**config.mk**
```make
export PLATFORM = sky130hd
export DESIGN_NAME = leb128_reader_flat
export DESIGN_NICKNAME = d
export VERILOG_FILES = /design/src/rtl/wasm_pkg.sv /design/src/rtl/leb128_reader_if.sv /design/src/rtl/leb128_reader.sv /design/src/flat_wrapper.sv
export SDC_FILE = /design/constraint.sdc
export NUM_CORES = 1
export LEC_CHECK = 0
export CORE_ASPECT_RATIO = 0.7
export CORE_MARGIN = 2
export CORE_UTILIZATION = 40
export DETAILED_ROUTE_END_ITERATION = 6
export PLACE_DENSITY = 0.65
export SLEW_MARGIN = 20
export SYNTH_ARGS = -nofsm -noshare
export SYNTH_HDL_FRONTEND = slang
export SYNTH_SLANG_ARGS = --single-unit
```
**constraint.sdc**
```tcl
create_clock -name clk -period 3 [get_ports clk]
set_input_delay 0.45 -clock clk [delete_from_list [all_inputs] [get_ports clk]]
set_output_delay 0.45 -clock clk [all_outputs]
set_load 0.05 [all_outputs]
```
**src/rtl/wasm_pkg.sv**
```systemverilog
// Shared definitions for the wasm loader front end: LEB128 limits, reader
// state encoding and small byte-level helpers used by the decoder datapath.
package wasm_pkg;

    localparam int LEB_MAX_BYTES = 5;
    localparam int ROM_ADDR_W    = 32;

    typedef enum logic [1:0] {
        IDLE,
        FETCH,
        DONE
    } leb_state_e;

    // Payload of byte idx placed at bit 7*idx; the 5th byte only has room for 4 bits.
    function automatic logic [31:0] leb_chunk(input logic [7:0] b, input logic [2:0] idx);
        logic [31:0] r;
        case (idx)
            3'd0:    r = {25'b0, b[6:0]};
            3'd1:    r = {18'b0, b[6:0], 7'b0};
            3'd2:    r = {11'b0, b[6:0], 14'b0};
            3'd3:    r = {4'b0, b[6:0], 21'b0};
            3'd4:    r = {b[3:0], 28'b0};
            default: r = '0;
        endcase
        return r;
    endfunction

    function automatic logic [31:0] leb_sign_extend(input logic [31:0] acc, input logic [2:0] n);
        logic [31:0] r;
        case (n)
            3'd1:    r = {{25{acc[6]}}, acc[6:0]};
            3'd2:    r = {{18{acc[13]}}, acc[13:0]};
            3'd3:    r = {{11{acc[20]}}, acc[20:0]};
            3'd4:    r = {{4{acc[27]}}, acc[27:0]};
            default: r = acc;
        endcase
        return r;
    endfunction

    // Bits [6:4] of a final 5th byte cannot be represented in 32 bits unless they
    // are pure zero-extension (unsigned) or sign-extension of bit 3 (signed).
    function automatic logic leb_bad_last(input logic [7:0] b, input logic sgn);
        logic r;
        if (sgn) r = (b[6:4] != {3{b[3]}});
        else     r = (b[6:4] != 3'b000);
        return r;
    endfunction

endpackage

```
**src/rtl/leb128_reader_if.sv**
```systemverilog
// ROM read port between the LEB128 reader (master) and the program ROM (slave).
interface leb128_reader_if;
    import wasm_pkg::*;

    logic [ROM_ADDR_W-1:0] rom_addr;
    logic                  rom_read_en;
    logic [7:0]            rom_data;
    logic                  rom_ready;

    modport master (
        output rom_addr,
        output rom_read_en,
        input  rom_data,
        input  rom_ready
    );

    modport slave (
        input  rom_addr,
        input  rom_read_en,
        output rom_data,
        output rom_ready
    );

endinterface

```
**src/rtl/leb128_reader.sv**
```systemverilog
// Fetches bytes from the program ROM and decodes one unsigned or signed LEB128
// value (up to 32 bits) per start request, with a one-byte cache of the last byte.
module leb128_reader
    import wasm_pkg::*;
#(
    parameter int TIMEOUT = 16
) (
    input  logic                  clk,
    input  logic                  rst_n,
    input  logic                  start,
    input  logic [ROM_ADDR_W-1:0] start_addr,
    input  logic                  signed_mode,
    output logic                  busy,
    output logic                  done,
    output logic [31:0]           value,
    output logic [2:0]            len,
    output logic [ROM_ADDR_W-1:0] next_addr,
    output logic                  error,
    leb128_reader_if.master       rom
);

    localparam int               TMO_W    = $clog2(TIMEOUT) + 1;
    localparam logic [TMO_W-1:0] TMO_LAST = TMO_W'(TIMEOUT - 1);
    localparam logic [2:0]       LAST_IDX = 3'(LEB_MAX_BYTES - 1);

    leb_state_e            state_q, state_d;
    logic                  busy_q, busy_d;
    logic                  done_q, done_d;
    logic [31:0]           value_q, value_d;
    logic [2:0]            len_q, len_d;
    logic [ROM_ADDR_W-1:0] next_addr_q, next_addr_d;
    logic                  error_q, error_d;
    logic [ROM_ADDR_W-1:0] rom_addr_q, rom_addr_d;
    logic                  rom_read_en_q, rom_read_en_d;
    logic [ROM_ADDR_W-1:0] cur_addr_q, cur_addr_d;
    logic                  signed_q, signed_d;
    logic [31:0]           acc_q, acc_d;
    logic [2:0]            cnt_q, cnt_d;
    logic [TMO_W-1:0]      tmo_q, tmo_d;
    logic                  hit_q, hit_d;
    logic                  cache_valid_q, cache_valid_d;
    logic [ROM_ADDR_W-1:0] cache_addr_q, cache_addr_d;
    logic [7:0]            cache_byte_q, cache_byte_d;

    logic                  consume;
    logic [7:0]            byte_sel;
    logic [31:0]           acc_next;
    logic [2:0]            n_next;
    logic                  last_byte;
    logic                  fifth_bad;
    logic [ROM_ADDR_W-1:0] addr_inc;

    // A pending cache hit supplies the first byte without touching the ROM.
    assign byte_sel  = hit_q ? cache_byte_q : rom.rom_data;
    assign consume   = (state_q == FETCH) && (hit_q || rom.rom_ready);
    assign acc_next  = acc_q | leb_chunk(byte_sel, cnt_q);
    assign n_next    = cnt_q + 3'd1;
    assign last_byte = (cnt_q == LAST_IDX);
    assign fifth_bad = byte_sel[7] | leb_bad_last(byte_sel, signed_q);
    assign addr_inc  = cur_addr_q + 32'd1;

    always_comb begin
        state_d       = state_q;
        busy_d        = busy_q;
        done_d        = 1'b0;
        value_d       = value_q;
        len_d         = len_q;
        next_addr_d   = next_addr_q;
        error_d       = error_q;
        rom_addr_d    = rom_addr_q;
        rom_read_en_d = rom_read_en_q;
        cur_addr_d    = cur_addr_q;
        signed_d      = signed_q;
        acc_d         = acc_q;
        cnt_d         = cnt_q;
        tmo_d         = tmo_q;
        hit_d         = hit_q;
        cache_valid_d = cache_valid_q;
        cache_addr_d  = cache_addr_q;
        cache_byte_d  = cache_byte_q;

        case (state_q)
            IDLE: begin
                if (start) begin
                    state_d    = FETCH;
                    busy_d     = 1'b1;
                    cur_addr_d = start_addr;
                    signed_d   = signed_mode;
                    acc_d      = '0;
                    cnt_d      = '0;
                    tmo_d      = '0;
                    if (cache_valid_q && (cache_addr_q == start_addr)) begin
                        hit_d = 1'b1;
                    end else begin
                        hit_d         = 1'b0;
                        rom_addr_d    = start_addr;
                        rom_read_en_d = 1'b1;
                    end
                end
            end

            FETCH: begin
                if (consume) begin
                    acc_d         = acc_next;
                    cnt_d         = n_next;
                    cur_addr_d    = addr_inc;
                    tmo_d         = '0;
                    hit_d         = 1'b0;
                    cache_valid_d = 1'b1;
                    cache_addr_d  = cur_addr_q;
                    cache_byte_d  = byte_sel;
                    if (last_byte || !byte_sel[7]) begin
                        state_d       = DONE;
                        done_d        = 1'b1;
                        busy_d        = 1'b0;
                        rom_read_en_d = 1'b0;
                        len_d         = n_next;
                        next_addr_d   = addr_inc;
                        error_d       = last_byte & fifth_bad;
                        value_d       = (signed_q && !last_byte) ?
                                        leb_sign_extend(acc_next, n_next) : acc_next;
                    end else begin
                        rom_addr_d    = addr_inc;
                        rom_read_en_d = 1'b1;
                    end
                end else if (tmo_q == TMO_LAST) begin
                    state_d       = DONE;
                    done_d        = 1'b1;
                    busy_d        = 1'b0;
                    rom_read_en_d = 1'b0;
                    len_d         = cnt_q;
                    next_addr_d   = cur_addr_q;
                    error_d       = 1'b1;
                    value_d       = acc_q;
                end else begin
                    tmo_d = tmo_q + TMO_W'(1);
                end
            end

            DONE: begin
                state_d = IDLE;
            end

            default: begin
                state_d = IDLE;
            end
        endcase
    end

    always_ff @(posedge clk or negedge rst_n) begin
        if (!rst_n) begin
            state_q       <= IDLE;
            busy_q        <= 1'b0;
            done_q        <= 1'b0;
            value_q       <= '0;
            len_q         <= '0;
            next_addr_q   <= '0;
            error_q       <= 1'b0;
            rom_addr_q    <= '0;
            rom_read_en_q <= 1'b0;
            cur_addr_q    <= '0;
            signed_q      <= 1'b0;
            acc_q         <= '0;
            cnt_q         <= '0;
            tmo_q         <= '0;
            hit_q         <= 1'b0;
            cache_valid_q <= 1'b0;
            cache_addr_q  <= '0;
            cache_byte_q  <= '0;
        end else begin
            state_q       <= state_d;
            busy_q        <= busy_d;
            done_q        <= done_d;
            value_q       <= value_d;
            len_q         <= len_d;
            next_addr_q   <= next_addr_d;
            error_q       <= error_d;
            rom_addr_q    <= rom_addr_d;
            rom_read_en_q <= rom_read_en_d;
            cur_addr_q    <= cur_addr_d;
            signed_q      <= signed_d;
            acc_q         <= acc_d;
            cnt_q         <= cnt_d;
            tmo_q         <= tmo_d;
            hit_q         <= hit_d;
            cache_valid_q <= cache_valid_d;
            cache_addr_q  <= cache_addr_d;
            cache_byte_q  <= cache_byte_d;
        end
    end

    assign busy            = busy_q;
    assign done            = done_q;
    assign value           = value_q;
    assign len             = len_q;
    assign next_addr       = next_addr_q;
    assign error           = error_q;
    assign rom.rom_addr    = rom_addr_q;
    assign rom.rom_read_en = rom_read_en_q;

endmodule

```
**src/flat_wrapper.sv**
```systemverilog
// flat-port wrapper written by rule: the top's interface ports become plain ports
module leb128_reader_flat import wasm_pkg::*;
#(
    parameter int TIMEOUT = 16
)
  (clk, rst_n, start, start_addr, signed_mode, busy, done, value, len, next_addr, error, rom_rom_addr, rom_rom_read_en, rom_rom_data, rom_rom_ready);
  leb128_reader_if rom_i ();
  input  logic clk;
  input  logic rst_n;
  input  logic start;
  input  logic [ROM_ADDR_W-1:0] start_addr;
  input  logic signed_mode;
  output logic busy;
  output logic done;
  output logic [31:0] value;
  output logic [2:0] len;
  output logic [ROM_ADDR_W-1:0] next_addr;
  output logic error;
  output wire logic [$bits(rom_i.rom_addr)-1:0] rom_rom_addr;
  output wire logic [$bits(rom_i.rom_read_en)-1:0] rom_rom_read_en;
  input wire logic [$bits(rom_i.rom_data)-1:0] rom_rom_data;
  input wire logic [$bits(rom_i.rom_ready)-1:0] rom_rom_ready;
  assign rom_rom_addr = rom_i.rom_addr;
  assign rom_rom_read_en = rom_i.rom_read_en;
  assign rom_i.rom_data = rom_rom_data;
  assign rom_i.rom_ready = rom_rom_ready;
  leb128_reader #(.TIMEOUT(TIMEOUT)) u_core (.clk(clk), .rst_n(rst_n), .start(start), .start_addr(start_addr), .signed_mode(signed_mode), .busy(busy), .done(done), .value(value), .len(len), .next_addr(next_addr), .error(error), .rom(rom_i));
endmodule
```
---- After elaboration in Yosys (flattened, before gate mapping) ----
Index checks and enable logic that the tools add are counted.
operators by class
  reduce and logical (&&, ||, !) cells .... 21
  equality and inequality tests ........... 20
  bitwise logic cells ..................... 3
  muxes and demuxes ....................... 58
  $add $sub $neg .......................... 3
operators by type and width
  operator                                                               count
  32-bit two-way mux                                                     15
  32-bit case mux with 2 select lines                                    3
  32-bit case mux with 5 select lines                                    1
  32-bit case mux with 4 select lines                                    1
  32-bit by 1-bit adder with 32-bit output, second input constant        1
  32-bit equality test                                                   1
  32-bit bitwise OR                                                      1
  1-bit two-way mux                                                      19
  3-bit two-way mux                                                      5
  5-bit two-way mux                                                      3
  3-bit by 2-bit equality test with 1-bit output, second input constant  4
  3-bit AND reduction                                                    4
  5-bit case mux with 2 select lines                                     1
  2-bit two-way mux                                                      4
  8-bit two-way mux                                                      1
  2-bit != test, second input constant                                   4
  4-bit AND reduction                                                    2
  3-bit by 1-bit equality test with 1-bit output, second input constant  2
  3-bit equality test, second input constant                             2
  3-bit by 2-bit != test with 1-bit output, second input constant        2
  1-bit case mux with 2 select lines                                     3
  3-bit case mux with 2 select lines                                     1
  5-bit by 1-bit adder with 5-bit output, second input constant          1
  5-bit by 4-bit equality test with 1-bit output, second input constant  1
  other kinds (17)                                                       23
storage, ports and cells
  output and inout bits ................... 103
  word-level logic and storage cells ...... 123
  register bits after elaboration ......... 220

---- Depth between registers and ports, before layout ----
Gate-level depths: netlist of the first run.
  depth after elaboration ................. 7
  depth in mapped cells ................... 12

---- Worst setup path after synthesis of the first run ----
Ideal clock, no wire load.
  path kind ............................... reg-to-reg
  from .................................... register u_core.cnt_q[2]
  to ...................................... register u_core.value_q[17], in the netlist u_core.value[17]
  path slack .............................. 0.597 ns
  buffers on the path ..................... 2
  arrival time ............................ 2.283 ns
  cell stages (with the launch flop) ...... 10
  cells stage by stage .................... dfrtp_1 clkbuf_1 inv_1 ha_1 clkbuf_1 o31a_1 o211ai_1 a211oi_1 o21ai_0 a22o_1
between the ends
  cells in the longest elaborated chain, start to end .. 7
RTL lines
  item                                                                            line                  RTL
  from (decl)                                                                     leb128_reader.sv:38   logic [2:0] cnt_q, cnt_d;
  from (signal assigned)                                                          leb128_reader.sv:183  cnt_q <= cnt_d;
  branches (longest 7 deep; another with 3-bit by 1-bit adder with 3-bit output)  -
  to (signal assigned)                                                            leb128_reader.sv:174  value_q <= value_d;
  to (decl)                                                                       leb128_reader.sv:29   logic [31:0] value_q, value_d;
Several ways; the timed one is not identified. The select of a mux whose other input is x is not followed.
A chain may end at the register's enable or synchronous reset.

---- Worst setup path after layout of the first run ----
  from .................................... register u_core.cnt_q[0]
  to ...................................... register u_core.value_q[7], in the netlist u_core.value[7]
The elaborated chain is that of the path after synthesis.

==> results.py, run 1 <==
metrics = {
    "status": {
        "status": "completed",
    },
    "clock_tree": {
        "htree_levels": 1,
        "cts_tree": "built",
        "cts_buffer_depth": 3,
        "cts.sinks": 220,
        "cts_made_buffers": 23,
        "clk_latency_ns": 0.51,
        "clk_pin_slew_ns": 0.06,
        "cts.repair.resized": 0,
        "cts_root_buffer": "clkbuf_16",
    },
    "global_routing": {
        "grt_pass1_wl_um": 49630,
        "track_usage_pct": 21.71,
        "antenna_found_initial": 1,
        "gr-total-overflow": 0,
        "grt_max_degree": 80,
        "grt_pass1_vias": 8761,
    },
    "floorplan": {
        "start_util_pct": 40.99,
        "io_pins": 148,
        "rows": 50,
        "die-area_um2": 28930,
        "core_um2": 26900,
        "die_x_um": 202.4,
        "fp.dieH_um": 142.9,
    },
    "placement": {
        "place_congestion": 0.9293,
        "portBuffers": 147,
        "dp.cells": 1653,
        "hpwl_um": 21840,
    },
    "power_and_ir_drop": {
        "p_seq_share_pct": 32.3,
        "combPwrFrac_pct": 50.5,
        "p_per_area_nw_per_um2": 1205,
        "power.switching_w": 0.007594,
        "power.leakage_nw": 5.827,
        "p_clk_share_pct": 17.1,
        "internal-power_w": 0.008878,
        "worst_ir_drop_vdd_mv": 0.9612,
        "switching_share_pct": 46.10,
    },
    "yosys": {
        "syn_inst": 1192,
        "synth_nets": 1245,
        "synth_area_um2": 11030,
        "synthDistinctLibCells": 64,
        "synth_seq_cells": 220,
        "synth_edf_count": 0,
        "synth-warning-count": 0,
        "synthArstFlopShare_pct": 100.0,
        "synthFlopType": "dfrtp_1",
        "synth.top_cell.area_share_pct": 49.93,
        "yosysSeqAreaShare_pct": 49.93,
        "synthTopCellsByArea": "dfrtp_1 (50%), nand2_1 (8.2%), o21ai_0 (4.9%), mux2_2 (4.7%), xnor2_1 (4.5%)",
        "synth_area_leader_cell": "dfrtp_1",
        "syn_area_per_cell_um2": 9.251,
    },
    "timing": {
        "period_needed_ns": 2.609,
        "finalCritPeriodShare_pct": 86.96,
        "slew_headroom_pct": 55.35,
        "finalSetupViolCount": 0,
        "worstMarginPinSlew_ns": 0.6672,
        "timing.fmax_mhz": 383.3,
        "timing_max_transition_violations_final": 0,
        "fin_worst_skew_ns": 0.01197,
        "hold_violations": 0,
        "rsz0062_at_grt": "no",
        "finalSetupTns_ns": 0,
    },
    "drt": {
        "drt_wl_total_um": 31050,
        "initialDrtViolationCount": 677,
        "wl_per_cell_um": 18.32,
        "drc_errors": 0,
        "ant_nets": 0,
        "via_per_inst": 5.391,
        "firstDrtPassIters": 5,
        "vias": 9138,
    },
    "layout": {
        "layout_common_cells": "nand2_1 (240), dfrtp_1 (220), clkdlybuf4s50_1 (146)",
        "stdcell_count": 1695,
        "syn2layout_area_growth_pct": 23.94,
        "fin_nets": 1368,
        "drive_above_1_share_pct": 11.35,
        "fill_cells": 2474,
        "layout_commonest_cell": "nand2_1",
    },
    "min_path": {
        "hold_path_class": "flip-flop to flip-flop",
    },
    "worst_setup_path": {
        "end_kind": "flip-flop",
        "cp_max_fo": 9,
        "critPathRequiredTime_ns": 3.36,
        "arrival_ns": 2.97,
        "setup.worst_path.class": "flip-flop to flip-flop",
        "critPathLaunchType": "flip-flop",
    },
    "flow_run": {
        "drv_cap": 0,
    },
}
[worst max-delay path, cell delays in order, from the launching register on]
cell and delay, ns:
dfrtp_1 0.43, inv_1 0.10, ha_1 0.33, o31a_1 0.35, o211a_1 0.30, a41oi_1 0.50, o21ai_0 0.15, o21ai_0 0.18
o21ai_0 0.12
[Yosys cell counts (4+ instances only)]
library cell / instances
a22o_1: 16
nand2_1: 240
a21oi_1: 72
ha_1: 8
xnor2_1: 57
o21ai_0: 108
nand4_1: 24
clkbuf_1: 46
o21ai_1: 9
mux2_2: 46
xor2_1: 36
o22ai_1: 6
clkbuf_2: 5
a31oi_1: 16
buf_4: 4
a21o_1: 7
buf_2: 28
inv_1: 9
nand3_1: 18
mux2i_1: 5
a2bb2oi_1: 7
nor3_1: 15
buf_1: 6
and3_1: 5
buf_6: 4
nor4_1: 4
nor2_1: 114
dfrtp_1: 220
nand2b_1: 5
[registers in the layout, indices dropped and copies added, names as in the netlist, 2 cells and up]
register and flops:
u_core.cache_byte_q 8, u_core.next_addr 32, u_core.state_q 2, u_core.cur_addr_q 32, u_core.value 32, u_core.cache_addr_q 32, u_core.len 3, u_core.acc_q 32
u_core.rom.rom_addr 32, u_core.cnt_q 3, u_core.tmo_q 5
[metrics by stage]
step | setup slack, ns | instance area (µm²) | power, W | hold slack, ns | util (%)
floorplan | 0.5965 | 11030 | 0.01089 | 0.1544 | -
global placement | 0.02469 | 12920 | 0.01353 | 0.4518 | 48.02
detailed placement | 0.08542 | 12920 | 0.01365 | 0.4616 | 48.02
CTS | 0.4585 | 13660 | 0.01654 | 0.4786 | 50.80
global route | 0.2160 | 13660 | 0.01750 | 0.5034 | 50.80
finish | 0.3912 | 13670 | 0.01647 | 0.4780 | 50.80
[power by group through the flow]
| stage | Sequential (W) | Clock [W] | Combinational, W |
|---|---|---|---|
| after global routing | 0.00550 | 0.00301 | 0.00899 |
| after floorplan | 0.00710 | 0 | 0.00380 |
| after global placement | 0.00532 | 0 | 0.00821 |
| after CTS | 0.00532 | 0.00288 | 0.00834 |
| final | 0.00532 | 0.00282 | 0.00833 |
| after detailed placement | 0.00535 | 0 | 0.00830 |
[final timing paths]
check	startpoint	end	depth (start not counted)	slack, ns
hold / removal	u_core.acc_q[4]	u_core.acc_q[4]	2	0.48
hold reg to reg	u_core.acc_q[4]	u_core.acc_q[4]	2	0.48
min in group asynchronous	rst_n	u_core.rom.rom_addr[8]	2	0.50
setup / recovery	u_core.cnt_q[0]	u_core.value[7]	8	0.39
max in group asynchronous	rst_n	u_core.value[15]	3	1.69
setup reg to reg	u_core.cnt_q[0]	u_core.value[7]	8	0.39
[metal layers]
layer / vias to the layer above / global-route usage, % / wire [µm]
met2: 314 / 29.51 / 12250
met5: - / 0 / 0
li1: 4295 / - / -
met1: 4476 / 34.48 / 15760
met4: 0 / 6.108 / 915
met3: 53 / 4.131 / 2126
[layout make-up]
type	instances	area, µm²	area share, %
clock inverters	7	62.56	0.4577
inverters	10	37.54	0.2746
clock buffers	33	673.1	4.925
repair buffers	191	1847	13.51
flip-flops and latches	220	5505	40.28
diodes	1	2.502	0.01831
well taps	364	455.4	3.332
multi-input cells	869	5084	37.20
[what timing repair did]
action	4_1_cts	5_1_grt
buffers inserted	0	0
endpoints found under the hold margin	76	0
hold buffers	1	0
[cells by family after synthesis]
group	share of synthesized area [%]
buffers and inverters	4.289
XOR/XNOR	7.387
adder cells (fa/ha/maj)	0.9078
multiplexers	5.356
flip-flops	49.93
AO/OA/AOI/OAI	13.58
AND/OR/NAND/NOR	18.55
No activity file was read; power rests on OpenSTA's default activity.
==> run 2, diff against run 1 <==
--- a/config.mk
+++ b/config.mk
@@ -5,6 +5,7 @@
 export SDC_FILE = /design/constraint.sdc
 export NUM_CORES = 1
 export LEC_CHECK = 0
+export CAP_MARGIN = 20
 export CORE_ASPECT_RATIO = 0.7
 export CORE_MARGIN = 2
 export CORE_UTILIZATION = 40
==> results of run 2 <==
No change in the layout: final DEF, timing and power equal those of run 1.
==> run 3, diff against run 2 <==
--- a/config.mk
+++ b/config.mk
@@ -7,10 +7,9 @@
 export LEC_CHECK = 0
 export CAP_MARGIN = 20
 export CORE_ASPECT_RATIO = 0.7
-export CORE_MARGIN = 2
-export CORE_UTILIZATION = 40
+export CORE_UTILIZATION = 45
 export DETAILED_ROUTE_END_ITERATION = 6
-export PLACE_DENSITY = 0.65
+export PLACE_DENSITY = 0.71
 export SLEW_MARGIN = 20
 export SYNTH_ARGS = -nofsm -noshare
 export SYNTH_HDL_FRONTEND = slang
==> run 3 against run 2 <==
  * Maximum frequency down 2.3%
  * Die area down 13%
  * Total power up 2.0%
  * Setup slack worse by 0.061 ns
  * Sequential share of layout area about the same
  * Largest power group unchanged
  * Core utilization up 6.6 points
  * Routed wire length down 1.9%
  * Non-clock buffer count down 5
  * Register-to-register slack worse by 0.06 ns
  * Clock skew down 0.0011 ns
==> results.py, run 3 (synthesis gave the netlist of run 1 again) <==
metrics = {
    "status": {
        "status": "completed",
    },
    "placement": {
        "place_congestion": 0.8750,
        "portBuffers": 147,
        "hpwl_um": 21120,
    },
    "clock_tree": {
        "cts_buffer_depth": 3,
        "clk_latency_ns": 0.52,
        "cts_made_buffers": 24,
        "cts_root_buffer": "clkbuf_16",
        "htree_levels": 1,
        "cts.repair.resized": 0,
        "cts_tree": "built",
        "cts-hold-fix-buffers": 1,
        "clk_pin_slew_ns": 0.06,
        "cts.sinks": 220,
        "cts_setup_buffers": 0,
    },
    "timing": {
        "hold_violations": 0,
        "period_needed_ns": 2.670,
        "slew_headroom_pct": 48.05,
        "timing_max_transition_violations_final": 0,
        "finalSetupTns_ns": 0,
        "timing.fmax_mhz": 374.5,
        "finalSetupViolCount": 0,
        "rsz0062_at_grt": "no",
        "finalCritPeriodShare_pct": 89.01,
        "fin_worst_skew_ns": 0.01086,
        "worstMarginPinSlew_ns": 0.7763,
    },
    "power_and_ir_drop": {
        "p_total_w": 0.01680,
        "power.leakage_nw": 5.847,
        "worst_ir_drop_vdd_mv": 0.6016,
        "p_per_area_nw_per_um2": 1228,
    },
    "drt": {
        "initialDrtViolationCount": 893,
        "drc_errors": 0,
        "vias": 9056,
        "firstDrtPassIters": 5,
        "wl_per_cell_um": 18.50,
        "via_per_inst": 5.498,
        "drt_wl_total_um": 30460,
        "ant_nets": 0,
    },
    "worst_setup_path": {
        "ff2ff_setup_slack_ns": 0.33,
        "critPathRequiredTime_ns": 3.38,
        "r2r-start": "u_core.cnt_q[2]",
        "arrival_ns": 3.05,
        "cp_max_fo": 19,
        "end_kind": "flip-flop",
        "critPathLaunchType": "flip-flop",
        "setup.worst_path.class": "flip-flop to flip-flop",
        "r2r.worst_path.cells": 7,
        "worstReg2RegEnd": "u_core.value[8]",
    },
    "min_path": {
        "hold_depth": 2,
        "hold_path_class": "flip-flop to flip-flop",
        "min_from": "u_core.cache_byte_q[5]",
        "min_to": "u_core.cache_byte_q[5]",
    },
    "layout": {
        "syn2layout_area_growth_pct": 24.01,
        "layout_commonest_cell": "nand2_1",
        "drive_above_1_share_pct": 10.99,
        "layout_common_cells": "nand2_1 (240), dfrtp_1 (220), clkdlybuf4s50_1 (146)",
        "fin_nets": 1364,
    },
    "global_routing": {
        "track_usage_pct": 24.56,
        "grt_pass1_vias": 8614,
        "antenna_found_initial": 1,
        "gr-total-overflow": 0,
        "grt_pass1_wl_um": 48840,
        "grt_max_degree": 80,
    },
    "floorplan": {
        "rows": 47,
        "fp.dieH_um": 133.0,
        "start_util_pct": 46.30,
        "die_x_um": 189.1,
        "core_um2": 23820,
        "die-area_um2": 25140,
        "io_pins": 148,
    },
    "flow_run": {
        "drv_cap": 0,
    },
}
run 3: metal layers:
layer  GRT usage [%]  wire [µm]
met5               0          0
met4           6.317        680
met3           6.074       2595
met2           33.68      12400
met1           38.13      14790
run 3: stage by stage:
stage | util, % | hold WS (ns) | cell area (µm²) | worst slack (ns) | cells
after floorplan | - | 0.1544 | 11030 | 0.5965 | 1192
after global placement | 53.84 | 0.4501 | 12820 | 0.09558 | 1602
after detailed placement | 53.84 | 0.4568 | 12820 | 0.06991 | 1602
after CTS | 57.40 | 0.4716 | 13670 | 0.3795 | 1646
after global routing | 57.40 | 0.4973 | 13670 | 0.06485 | 1646
final | 57.42 | 0.4747 | 13670 | 0.3298 | 1647
run 3: final cells by class:
type                    count  area, µm²
clock inverters             5      103.9
repair buffers            186       1809
well taps                 318      397.9
fillers                  2131      10140
inverters                  10      37.54
clock buffers              38      734.5
multi-input cells         869       5084
flip-flops and latches    220       5505
diodes                      1      2.502
run 3: worst max-delay path by stage:
stage / startpoint / depth (start not counted) / endpoint
CTS: u_core.cnt_q[2] / 7 / u_core.value[8]
floorplan: u_core.cnt_q[2] / 9 / u_core.value[17]
finish: u_core.cnt_q[2] / 7 / u_core.value[8]
global route: u_core.cnt_q[2] / 7 / u_core.value[8]
detailed placement: start_addr[3] / 8 / u_core.rom.rom_addr[2]
global placement: start_addr[3] / 8 / u_core.rom.rom_addr[10]
run 3: power breakdown:
part | internal [W] | total (W) | switching (W)
logic | 0.00301 | 0.00830 | 0.00530
clock network | 0.00193 | 0.00314 | 0.00121
registers | 0.00422 | 0.00535 | 0.00113
total | 0.00916 | 0.0168 | 0.00763
run 3: critical path, stage by stage, from the launching register on:
cell and delay, ns:
dfrtp_1 0.51, inv_1 0.19, ha_1 0.48, o211a_1 0.40, a41oi_1 0.49, o21ai_0 0.16
o21ai_0 0.18, o21ai_0 0.12
